==> src/rtl/serial_adder_pkg.sv <==
// serial_adder_pkg
// Shared definitions for the bit-serial adder/subtractor slice.
//   DEFAULT_WIDTH : default operand width used by the interface and the top.
//   state_t       : controller state encoding (S_IDLE = 0, S_RUN = 1).
package serial_adder_pkg;

  localparam int DEFAULT_WIDTH = 8;

  typedef enum logic {
    S_IDLE = 1'b0,
    S_RUN  = 1'b1
  } state_t;

endpackage

==> src/rtl/serial_adder_if.sv <==
// serial_adder_if
// Groups the operand/handshake/result signals of the serial adder.
//   start, sub, a, b, cin : request side, driven by the master.
//   busy, done            : status, driven by the slave (the adder).
//   sum, cout, ovf        : result, driven by the slave, held between completions.
interface serial_adder_if import serial_adder_pkg::*; #(
  parameter int WIDTH = DEFAULT_WIDTH
) ();

  logic             start;
  logic             sub;
  logic [WIDTH-1:0] a;
  logic [WIDTH-1:0] b;
  logic             cin;
  logic             busy;
  logic             done;
  logic [WIDTH-1:0] sum;
  logic             cout;
  logic             ovf;

  modport master (
    output start, sub, a, b, cin,
    input  busy, done, sum, cout, ovf
  );

  modport slave (
    input  start, sub, a, b, cin,
    output busy, done, sum, cout, ovf
  );

endinterface

==> src/rtl/serial_adder_fa_cell.sv <==
// fa_cell
// Purely combinational 1-bit full adder.
//   x, y : operand bits
//   ci   : carry in
//   s    : sum bit
//   co   : carry out
module fa_cell (
  input  logic x,
  input  logic y,
  input  logic ci,
  output logic s,
  output logic co
);

  assign s  = x ^ y ^ ci;
  assign co = (x & y) | (ci & (x ^ y));

endmodule

==> src/rtl/serial_adder.sv <==
// serial_adder
// Bit-serial adder/subtractor: one full-adder cell plus a registered carry,
// processing WIDTH-bit operands LSB-first at one bit per clock.
//   clk   : rising-edge clock
//   rst_n : asynchronous active-low reset
//   bus   : serial_adder_if slave (start/sub/a/b/cin in; busy/done/sum/cout/ovf out)
// A start seen while idle captures the operands; WIDTH clocks later done pulses
// for one cycle and sum/cout/ovf take the new result.
module serial_adder import serial_adder_pkg::*; #(
  parameter  int WIDTH = DEFAULT_WIDTH,
  localparam int CNT_W = $clog2(WIDTH + 1)
) (
  input  logic           clk,
  input  logic           rst_n,
  serial_adder_if.slave  bus
);

  localparam logic [CNT_W-1:0] LAST = CNT_W'(WIDTH - 1);

  state_t           state;
  logic [WIDTH-1:0] a_sr;
  logic [WIDTH-1:0] b_sr;
  logic [WIDTH-1:0] res_sr;
  logic [WIDTH-1:0] res_next;
  logic [CNT_W-1:0] cnt;
  logic             carry;
  logic             s;
  logic             co;
  logic             c_msb_in;
  logic             last;

  fa_cell u_fa (
    .x  (a_sr[0]),
    .y  (b_sr[0]),
    .ci (carry),
    .s  (s),
    .co (co)
  );

  // The new sum bit enters at the MSB so that after WIDTH shifts the
  // result register holds the sum in natural bit order.
  generate
    if (WIDTH == 1) begin : g_res_w1
      assign res_next = s;
    end else begin : g_res_wn
      assign res_next = {s, res_sr[WIDTH-1:1]};
    end
  endgenerate

  assign last = (cnt == LAST);

  // On the last bit the carry register still holds the carry into the MSB,
  // which is exactly what the overflow check needs.
  assign c_msb_in = carry;

  // Controller, datapath shift registers and registered outputs.
  always_ff @(posedge clk or negedge rst_n) begin
    if (!rst_n) begin
      state    <= S_IDLE;
      a_sr     <= '0;
      b_sr     <= '0;
      res_sr   <= '0;
      cnt      <= '0;
      carry    <= 1'b0;
      bus.busy <= 1'b0;
      bus.done <= 1'b0;
      bus.sum  <= '0;
      bus.cout <= 1'b0;
      bus.ovf  <= 1'b0;
    end else begin
      bus.done <= 1'b0;
      case (state)
        S_IDLE: begin
          if (bus.start) begin
            a_sr     <= bus.a;
            b_sr     <= bus.sub ? ~bus.b : bus.b;
            carry    <= bus.sub ? 1'b1 : bus.cin;
            cnt      <= '0;
            bus.busy <= 1'b1;
            state    <= S_RUN;
          end
        end
        S_RUN: begin
          a_sr   <= a_sr >> 1;
          b_sr   <= b_sr >> 1;
          res_sr <= res_next;
          carry  <= co;
          cnt    <= cnt + CNT_W'(1);
          if (last) begin
            bus.sum  <= res_next;
            bus.cout <= co;
            bus.ovf  <= co ^ c_msb_in;
            bus.done <= 1'b1;
            bus.busy <= 1'b0;
            state    <= S_IDLE;
          end
        end
        default: state <= S_IDLE;
      endcase
    end
  end

endmodule

==> src/flat_wrapper.sv <==
// flat-port wrapper written by rule: the top's interface ports become plain ports
module serial_adder_flat import serial_adder_pkg::*;
#(
  parameter  int WIDTH = DEFAULT_WIDTH,
  localparam int CNT_W = $clog2(WIDTH + 1)
)
  (clk, rst_n, bus_start, bus_sub, bus_a, bus_b, bus_cin, bus_busy, bus_done, bus_sum, bus_cout, bus_ovf);
  serial_adder_if #(.WIDTH(WIDTH)) bus_i ();
  input  logic clk;
  input  logic rst_n;
  input wire logic [$bits(bus_i.start)-1:0] bus_start;
  input wire logic [$bits(bus_i.sub)-1:0] bus_sub;
  input wire logic [$bits(bus_i.a)-1:0] bus_a;
  input wire logic [$bits(bus_i.b)-1:0] bus_b;
  input wire logic [$bits(bus_i.cin)-1:0] bus_cin;
  output wire logic [$bits(bus_i.busy)-1:0] bus_busy;
  output wire logic [$bits(bus_i.done)-1:0] bus_done;
  output wire logic [$bits(bus_i.sum)-1:0] bus_sum;
  output wire logic [$bits(bus_i.cout)-1:0] bus_cout;
  output wire logic [$bits(bus_i.ovf)-1:0] bus_ovf;
  assign bus_i.start = bus_start;
  assign bus_i.sub = bus_sub;
  assign bus_i.a = bus_a;
  assign bus_i.b = bus_b;
  assign bus_i.cin = bus_cin;
  assign bus_busy = bus_i.busy;
  assign bus_done = bus_i.done;
  assign bus_sum = bus_i.sum;
  assign bus_cout = bus_i.cout;
  assign bus_ovf = bus_i.ovf;
  serial_adder #(.WIDTH(WIDTH)) u_core (.clk(clk), .rst_n(rst_n), .bus(bus_i));
endmodule
==> config.mk <==
export PLATFORM = sky130hd
export DESIGN_NAME = serial_adder_flat
export DESIGN_NICKNAME = d
export VERILOG_FILES = /design/src/rtl/serial_adder_pkg.sv /design/src/rtl/serial_adder_if.sv /design/src/rtl/serial_adder_fa_cell.sv /design/src/rtl/serial_adder.sv /design/src/flat_wrapper.sv
export SDC_FILE = /design/constraint.sdc
export NUM_CORES = 1
export LEC_CHECK = 0
export BUFFER_PORTS_ARGS = -buffer_cell sky130_fd_sc_hd__buf_2
export CORE_ASPECT_RATIO = 0.6
export CORE_MARGIN = 5
export CORE_UTILIZATION = 45
export CTS_BUF_LIST = sky130_fd_sc_hd__clkbuf_16
export DETAILED_ROUTE_END_ITERATION = 10
export PLACE_DENSITY = 0.68
export REMOVE_ABC_BUFFERS = 1
export SYNTH_ARGS = -nofsm -noshare
export SYNTH_HDL_FRONTEND = slang
export SYNTH_HIERARCHICAL = 1
export SYNTH_SLANG_ARGS = --single-unit
==> constraint.sdc <==
create_clock -name clk -period 2.2 [get_ports clk]
set_input_delay 0.33 -clock clk [delete_from_list [all_inputs] [get_ports clk]]
set_output_delay 0.33 -clock clk [all_outputs]
set_load 0.05 [all_outputs]
==> flow_summary.ini, run 1 <==
[logic_synthesis]
yosysUniqueCellTypes = 24
synthTopCellsByArea = dfrtp_1 56%, mux2i_1 8.2%, mux2_4 5.7%
synth-main-ff-cell = dfrtp_1
synth_top_area_cell = dfrtp_1
async_reset_ff_frac = 1.000
synth-edff-count = 0
synth_most_common_cell = dfrtp_1
syn_avg_cell_area_sq_um = 12.44
synth_commonest_cells = 41 x dfrtp_1, 18 x o21ai_0, 17 x nand2_1, 15 x mux2i_1, 9 x mux2_2
synth_top_area_frac = 0.5613
yosys_warnings = 6
ys_seq_elements = 41
synth_seq_area_share = 0.5613
synth_area_sq_mm = 0.001828
syn_inst = 147

[critical_path]
reg2reg_from = u_core/cnt[0]
critical_path_class = reg2reg
reg2regPathDepth = 3
path_delay_family = flip-flops
path_cells = ha_1 -> nand4b_4 -> mux2_4
end_kind = flop
crit_end = u_core/bus.sum[5]
crit_buf_inv = 0
critPathLaunch = u_core/cnt[0]
crit_cells = 3
crit_arrival_ps = 1560
path_max_fanout = 12
worstPathRequired_ps = 2360
slowest_delay_ps = 380
reg2reg_slack_ps = 800
r2r-end = u_core/bus.sum[5]
worstSetupStartpointType = flop
slowest_stage = dfrtp_1

[routing]
totalWireLength_mm = 3.264
drt_first_pass_iters = 4
vias_per_cell = 5.186
drc = 0
avgRoutedWirePerCell_microns = 14.44
drtAntennaViolNets = 0
num_vias = 1172
drt_iter0_drc = 59

[power]
power_density_mw_per_mm2 = 1438
p_int_w = 0.001920
pwr-share-comb = 0.380
p_sw_w = 0.001156
p_sw_frac = 0.3758
power.share.sequential = 0.404
p_leak_nw = 1.095
ir_drop_mv = 0.4845
p_clk_frac = 0.216

[global_route]
overflow = 0
grtUsageMet2 = 0.2168
antenna_found_initial = 0
use_met1 = 0.1627
grt_pass1_wl_mm = 5.692
grtUsageMet3 = 0.05584
grt_pass1_vias = 1227
grtUsageTotal = 0.1380
busiest_layer = met2
grt_max_degree = 43

[timing]
maxSlewHeadroom = 0.4085
hold_viol_final = 0
timing.final.crit_share = 0.6382
worst_slack_ps = 796.0
setup_viol = 0
finClkSkew_ps = 1.981
fin_tns_setup_ps = 0
period_minus_slack_ps = 1404
slew_viol_final = 0
rsz0062_at_grt = no
tightestPinTransition_ps = 887.3
clock.fmax_ghz = 0.7122

[cells_and_area]
final_util = 0.5651
area_growth_pct = 17.04
num-nets-final = 201
stdcell_count = 226
drive_gt1_frac = 0.3184
final_area_sq_mm = 0.002140
diodes = 0

[clock_network]
holdBufCountCts = 0
cts-root-buf = clkbuf_16
cts_buffer_depth = 2
clkTransAtPathRegs_ps = 50
cts_buffers = 5
ctsHtreeMaxLevel = 2
cts_tree = built
post_cts_resized = 0
post_cts_buffers = 0
clock-sinks = 41
clock_latency_ps = 280

[placement]
portBuffers = 32
dp_cells = 218
placed_cell_area_sq_mm = 0.002002
routabilityCongestion = 0.7454
place_ws_ps = 789.8
dp_hpwl_mm = 2.268

[job]
max_cap_viol_count = 0

[die]
rows = 17
dieArea_sq_mm = 0.005479
initial_utilization = 0.4828
die_x_microns = 92.28
dieHeight_microns = 59.37
coreArea_sq_mm = 0.003786
num_io_pins = 33

[outcome]
status = finished, final reports clean

[worst_hold_path]
hp-class = in2async
==> power groups by stage <==
stage	clock [W]	sequential, W	combinational (W)
after floorplan	0	0.00158	0.000533
after global placement	0	0.00124	0.00113
after detailed placement	0	0.00126	0.00118
after CTS	0.000695	0.00125	0.00118
after global routing	0.000724	0.00129	0.00127
final	0.000665	0.00124	0.00117
==> layer usage <==
| metal | wire length [microns] | up-vias |
|---|---|---|
| met5 | 0 | - |
| li1 | - | 562 |
| met1 | 1479 | 573 |
| met3 | 161 | 10 |
| met2 | 1531 | 27 |
| met4 | 91 | 0 |
==> sequential cells by signal, indices dropped and copies added (netlist names) <==
signal / flops
u_core/state: 1
u_core/res_sr: 7
u_core/bus.busy: 1
u_core/c_msb_in: 1
u_core/a_sr: 8
u_core/bus.ovf: 1
u_core/cnt: 4
u_core/bus.cout: 1
u_core/bus.sum: 8
u_core/bus.done: 1
u_core/b_sr: 8
==> placed cells by master, fill, tap and decap left out <==
cell | synthesis | layout
xnor2_1 | 3 | 3
nand3_1 | 2 | 2
fa_1 | 1 | 1
buf_4 | 2 | 1
a31o_2 | 1 | 1
clkbuf_16 | 0 | 5
mux2_2 | 9 | 9
dfrtp_1 | 41 | 41
a22o_1 | 1 | 1
nand2_1 | 17 | 17
clkinv_1 | 0 | 2
nand2b_1 | 1 | 1
o22ai_1 | 1 | 1
nor2_1 | 6 | 6
xor2_1 | 8 | 8
buf_2 | 3 | 32
mux2_4 | 7 | 7
a211oi_1 | 1 | 1
ha_1 | 1 | 1
a21oi_1 | 1 | 1
clkinv_2 | 0 | 1
nand4b_4 | 1 | 1
mux2i_1 | 15 | 15
inv_1 | 3 | 3
o21ai_0 | 18 | 18
==> per-stage QoR <==
stage                     power (W)  hold slack (ps)
after global placement     0.002368            462.8
final                      0.003077            175.2
after floorplan            0.002114            34.41
after detailed placement   0.002434            469.2
after global routing       0.003280            254.5
after CTS                  0.003126            204.9
==> cell type report <==
cell class / count / area, sq um
inverters: 3 / 11.26
multi-input cells: 94 / 738.2
clock inverters: 3 / 12.51
flip-flops and latches: 41 / 1026
well taps: 47 / 58.81
clock buffers: 5 / 125.1
repair buffers: 33 / 167.7
fillers: 313 / 1647
==> cell families (layout without fill, tap and decap cells) <==
| kind of cell | Yosys count | in the layout | share of synthesized area |
|---|---|---|---|
| compound gates | 23 | 23 | 0.06914 |
| simple gates | 27 | 27 | 0.06913 |
| fa+ha+maj | 2 | 2 | 0.01780 |
| flops | 41 | 41 | 0.5613 |
| xor+xnor | 11 | 11 | 0.05271 |
| buf+inv | 12 | 44 | 0.03490 |
| mux | 31 | 31 | 0.1951 |
==> worst min-delay path by stage <==
stage / start / end
2_1_floorplan: rst_n / u_core/a_sr[0]
3_3_place_gp: u_core/b_sr[7] / u_core/b_sr[6]
3_5_place_dp: u_core/a_sr[7] / u_core/a_sr[6]
4_1_cts: rst_n / u_core/a_sr[7]
5_1_grt: rst_n / u_core/a_sr[7]
6_report: rst_n / u_core/a_sr[7]
Note: power is estimated with default switching activity, not from simulation.
==> run 2: changes to the inputs <==
PLACE_DENSITY = 0.7   (was 0.68)
clock period = 1.2 ns   (was 2.2 ns; I/O delays follow)
==> flow_summary.ini, run 2 (synthesis results as in run 1) <==
[outcome]
status = complete, but fails checks
violations = setup timing

[routing]
drt_iter0_drc = 32
vias_per_cell = 5.227
avgRoutedWirePerCell_microns = 15.02
drt_first_pass_iters = 4
drc = 0
totalWireLength_mm = 3.575
num_vias = 1244
drtAntennaViolNets = 0

[critical_path]
path_cells = fa_2 -> mux2_4
end_kind = flop
crit_buf_inv = 0
slowest_delay_ps = 490
critical_path_class = reg2reg
path_delay_family = adder cells
crit_arrival_ps = 1450
slowest_stage = fa_2
worstSetupStartpointType = flop
worstPathRequired_ps = 1360
path_max_fanout = 2

[global_route]
overflow = 0
grtUsageTotal = 0.1554
grt_max_degree = 42
antenna_found_initial = 0
grt_pass1_vias = 1362
grt_pass1_wl_mm = 6.527

[cells_and_area]
diodes = 0
layout.area.seq_sq_mm = 0.001027
multi_input_area_sq_um = 807.0
drive_gt1_frac = 0.3927
layout_common_cells = 40 x dfrtp_1, 32 x buf_2, 17 x nand2_1
top_regs = u_core/a_sr: 8 flops, u_core/b_sr: 8 flops, u_core/bus.sum: 8 flops
area_growth_pct = 27.65
num-nets-final = 213
nFillCells = 288
final_util = 0.6163
layout_commonest_cell = dfrtp_1

[clock_network]
clock_latency_ps = 280
cts_buffer_depth = 2
ctsHtreeMaxLevel = 2
clkTransAtPathRegs_ps = 50
clock-sinks = 41
cts_buffers = 5
cts_tree = built
cts-root-buf = clkbuf_16

[timing]
hold_viol_final = 0
fin_tns_setup_ps = -530.6
maxSlewHeadroom = 0.8312
whs_ps = 169.0
tightestPinTransition_ps = 255.0
worst_slack_ps = -87.43
clock.fmax_ghz = 0.7767
timing.final.crit_share = 1.073
period_minus_slack_ps = 1287
rsz0062_at_grt = yes
slew_viol_final = 0
finClkSkew_ps = 5.092
setup_viol = 10

[die]
dieArea_sq_mm = 0.005479
initial_utilization = 0.4828
die_x_microns = 92.28
rows = 17
coreArea_sq_mm = 0.003786
dieHeight_microns = 59.37
num_io_pins = 33

[power]
p_leak_nw = 1.191
power_density_mw_per_mm2 = 2670
finalPower_w = 0.006230
ir_drop_mv = 1.277

[job]
max_cap_viol_count = 0

[placement]
dp_hpwl_mm = 2.379
portBuffers = 32
routabilityCongestion = 0.8702

[worst_hold_path]
hp-class = in2reg
==> run 2: cell count changes in the layout (fill, tap and decap cells not counted), moves of 2 or more <==
cell	delta
xnor2_2	+2
o21ai_0	-4
buf_4	+7
o21ai_1	+4
mux2_2	-3
xnor2_1	-2
clkinv_1	-2
mux2_4	+3
buf_12	+3
==> run 2: cell type report <==
type | count | share of cell area
sequential | 41 | 0.4402
multi-input combinational | 95 | 0.3458
timing repair buffer | 44 | 0.1244
clock buffer | 5 | 0.05362
tap | 47 | 0.02520
clock inverter | 3 | 0.005898
inverter | 3 | 0.004826
==> run 2: per-layer routing <==
metal / wire length (microns) / GRT usage
met2: 1672 / 0.2531
met4: 49 / 0.06977
met1: 1673 / 0.1937
met3: 178 / 0.04822
met5: 0 / 0
==> run 2: power by group <==
group / switching [W] / internal (W)
registers: 0.000411 / 0.00193
clock network: 0.000495 / 0.000754
logic: 0.00144 / 0.00120
==> run 2: timing repair <==
action                     4_1_cts  5_1_grt
hold buffers                     1        0
setup endpoints to repair       14       29
gates resized for setup          6        9
hold endpoints to repair        41        0
buffers inserted                 1        0
gates cloned                     1        0
pin swaps                        3        1
==> run 2: through the flow <==
step | instance area, sq um | worst slack, ps | std cells
4_1_cts | 2313 | -73.60 | 238
3_5_place_dp | 2107 | -154.4 | 227
3_3_place_gp | 2107 | -96.24 | 227
6_report | 2333 | -87.43 | 238
2_1_floorplan | 1775 | -539.3 | 138
5_1_grt | 2333 | -108.5 | 238
==> run 2: worst register-to-register path: cells and delay by family (launching register included) <==
family | cells | cell delay, ps
flops | 1 | 400
fa+ha+maj | 1 | 490
mux | 1 | 280
==> run 2: path summary, 6_finish.rpt <==
check | from | to | slack (ps) | cells past startpoint
max | u_core/b_sr[0] | u_core/bus.sum[7] | -90 | 2
min | bus_a[7] | u_core/a_sr[7] | 170 | 3
max reg2reg | u_core/b_sr[0] | u_core/bus.sum[7] | -90 | 2
min reg2reg | u_core/b_sr[4] | u_core/b_sr[3] | 480 | 2
max in group asynchronous | rst_n | u_core/state | 600 | 3
min in group asynchronous | rst_n | u_core/b_sr[1] | 390 | 3
==> run 3: changes to the inputs <==
SYNTH_HIERARCHICAL = not set   (was 1)
clock period = 1 ns   (was 1.2 ns; I/O delays follow)
==> flow_summary.ini, run 3 <==
[worst_hold_path]
hp-class = in2reg
holdPathStages = 3

[timing]
setup_viol = 41
rsz0062_at_grt = yes
tightestPinTransition_ps = 248.8
finClkSkew_ps = 3.570
clock.fmax_ghz = 0.7857
maxSlewHeadroom = 0.8294
worst_slack_ps = -272.7
hold_viol_final = 0
timing.final.crit_share = 1.273
slew_viol_final = 0
period_minus_slack_ps = 1273

[logic_synthesis]
yosys_warnings = 0
synth_top_area_frac = 0.5640
syn_avg_cell_area_sq_um = 12.46
synth-main-ff-cell = dfrtp_1
synthTopCellsByArea = dfrtp_1 56%, mux2i_1 8.3%, mux2_4 5.8%
synth_commonest_cells = 41 x dfrtp_1, 19 x nand2_1, 19 x o21ai_0, 15 x mux2i_1, 9 x mux2_2
synth_area_sq_mm = 0.001819
synth_seq_area_share = 0.5640
synth_top_area_cell = dfrtp_1
synth_most_common_cell = dfrtp_1
async_reset_ff_frac = 1.000
yosysUniqueCellTypes = 23
ys_seq_elements = 41
synth-edff-count = 0
syn_inst = 146

[cells_and_area]
layout_common_cells = 39 x dfrtp_1, 20 x buf_2, 15 x mux2i_1
layout_commonest_cell = dfrtp_1
final_util = 0.7389
area_growth_pct = 53.78
top_regs = u_core.a_sr: 8 flops, u_core.b_sr: 8 flops, u_core.bus.sum: 8 flops
drive_gt1_frac = 0.5980
diodes = 0
stdcell_count = 251
nFillCells = 247
num-nets-final = 226

[routing]
drt_iter0_drc = 23
vias_per_cell = 5.108
drt_first_pass_iters = 4
top_layer_used = met4
wl_met2_mm = 2.185
wl_met3_microns = 131
num_vias = 1282
drtAntennaViolNets = 0
m1WireLength_mm = 1.955
totalWireLength_mm = 4.292
drc = 0
avgRoutedWirePerCell_microns = 17.10

[power]
p_leak_nw = 1.381
ir_drop_mv = 1.347
power_density_mw_per_mm2 = 3365

[critical_path]
end_kind = flop
crit_arrival_ps = 1430
path_max_fanout = 6
critical_path_class = reg2reg
worstSetupStartpointType = flop
worstPathRequired_ps = 1160
reg2regPathDepth = 3

[outcome]
status = complete, but fails checks
violations = setup timing

[global_route]
grt_max_degree = 41
grtUsageTotal = 0.1495
grt_pass1_wl_mm = 6.320
grt_pass1_vias = 1303
antenna_found_initial = 0
overflow = 0

[die]
initial_utilization = 0.4805
dieHeight_microns = 59.25
dieArea_sq_mm = 0.005456
coreArea_sq_mm = 0.003786
rows = 17
num_io_pins = 33
die_x_microns = 92.09

[job]
max_cap_viol_count = 0

[clock_network]
cts_tree = built
ctsHtreeMaxLevel = 2
cts_buffer_depth = 2
clock-sinks = 41
cts_buffers = 5
clock_latency_ps = 270
clkTransAtPathRegs_ps = 60
cts-root-buf = clkbuf_16

[placement]
dp_cells = 228
place_ws_ps = -356.3
dp_hpwl_mm = 2.476
routabilityCongestion = 0.7051
portBuffers = 32
[run 3: what timing repair did]
action / in CTS / in global routing
resized for setup: 45 / 72
cloned: 1 / 4
pin swaps: 6 / 9
setup buffers: 3 / 8
endpoints found under the hold margin: 41 / 0
hold buffers: 1 / 0
setup endpoints to repair: 52 / 50
[run 3: kinds of logic after synthesis]
| group | after synthesis | share of synthesized area |
|---|---|---|
| DFF | 41 | 0.5640 |
| adders and majority gates | 2 | 0.01788 |
| and+or+nand+nor | 27 | 0.06878 |
| xor gates and xnor gates | 11 | 0.05296 |
| AOI/OAI and AO/OA | 23 | 0.06740 |
| muxes | 31 | 0.1960 |
| buffers and inverters | 11 | 0.03301 |
[run 3: critical path: stages (launching register included)]
cell	delay, ps
dfrtp_1	400
ha_4	200
nand4b_4	210
mux2_4	350
[run 3: power by group]
group / internal, W / switching [W]
Combinational: 0.00260 / 0.00230
Clock: 0.000905 / 0.000602
Sequential: 0.00235 / 0.000649
Total: 0.00586 / 0.00355
[run 3: final timing paths]
check	start	endpoint	slack [ps]
max	u_core.cnt[1]	u_core.bus.sum[0]	-270
min	bus_a[3]	u_core.a_sr[3]	160
max reg2reg	u_core.cnt[1]	u_core.bus.sum[0]	-270
min reg2reg	u_core.b_sr[4]	u_core.b_sr[3]	510
max in group asynchronous	rst_n	u_core.state	400
min in group asynchronous	rst_n	u_core.cnt[2]	200
[run 3: layout make-up]
type                       instances  area, sq um  share of cell area
timing repair buffer              58        575.6              0.2057
inverter                           2        12.51            0.004472
clock buffer                       5        125.1             0.04472
tap                               47        58.81             0.02102
multi-input combinational         95        983.4              0.3515
clock inverter                     3        13.76            0.004920
sequential                        41         1028              0.3676
[run 3: metrics by stage]
step | setup TNS, ps | hold slack (ps) | power [W] | area [sq um]
detailed placement | -5654 | -50.17 | 0.005764 | 2113
finish | -6068 | 157.2 | 0.009415 | 2798
CTS | -4408 | 124.9 | 0.007946 | 2422
global placement | -4435 | -51.30 | 0.005612 | 2113
floorplan | -18530 | -145.6 | 0.004740 | 1767
global route | -7125 | 163.6 | 0.009886 | 2798
[run 3: layer usage]
layer  global-route usage  vias to the layer above
li1                     -                      618
met1               0.1984                      639
met2               0.2386                       23
met3              0.04695                        2
met4              0.04440                        0
met5                    0                        -
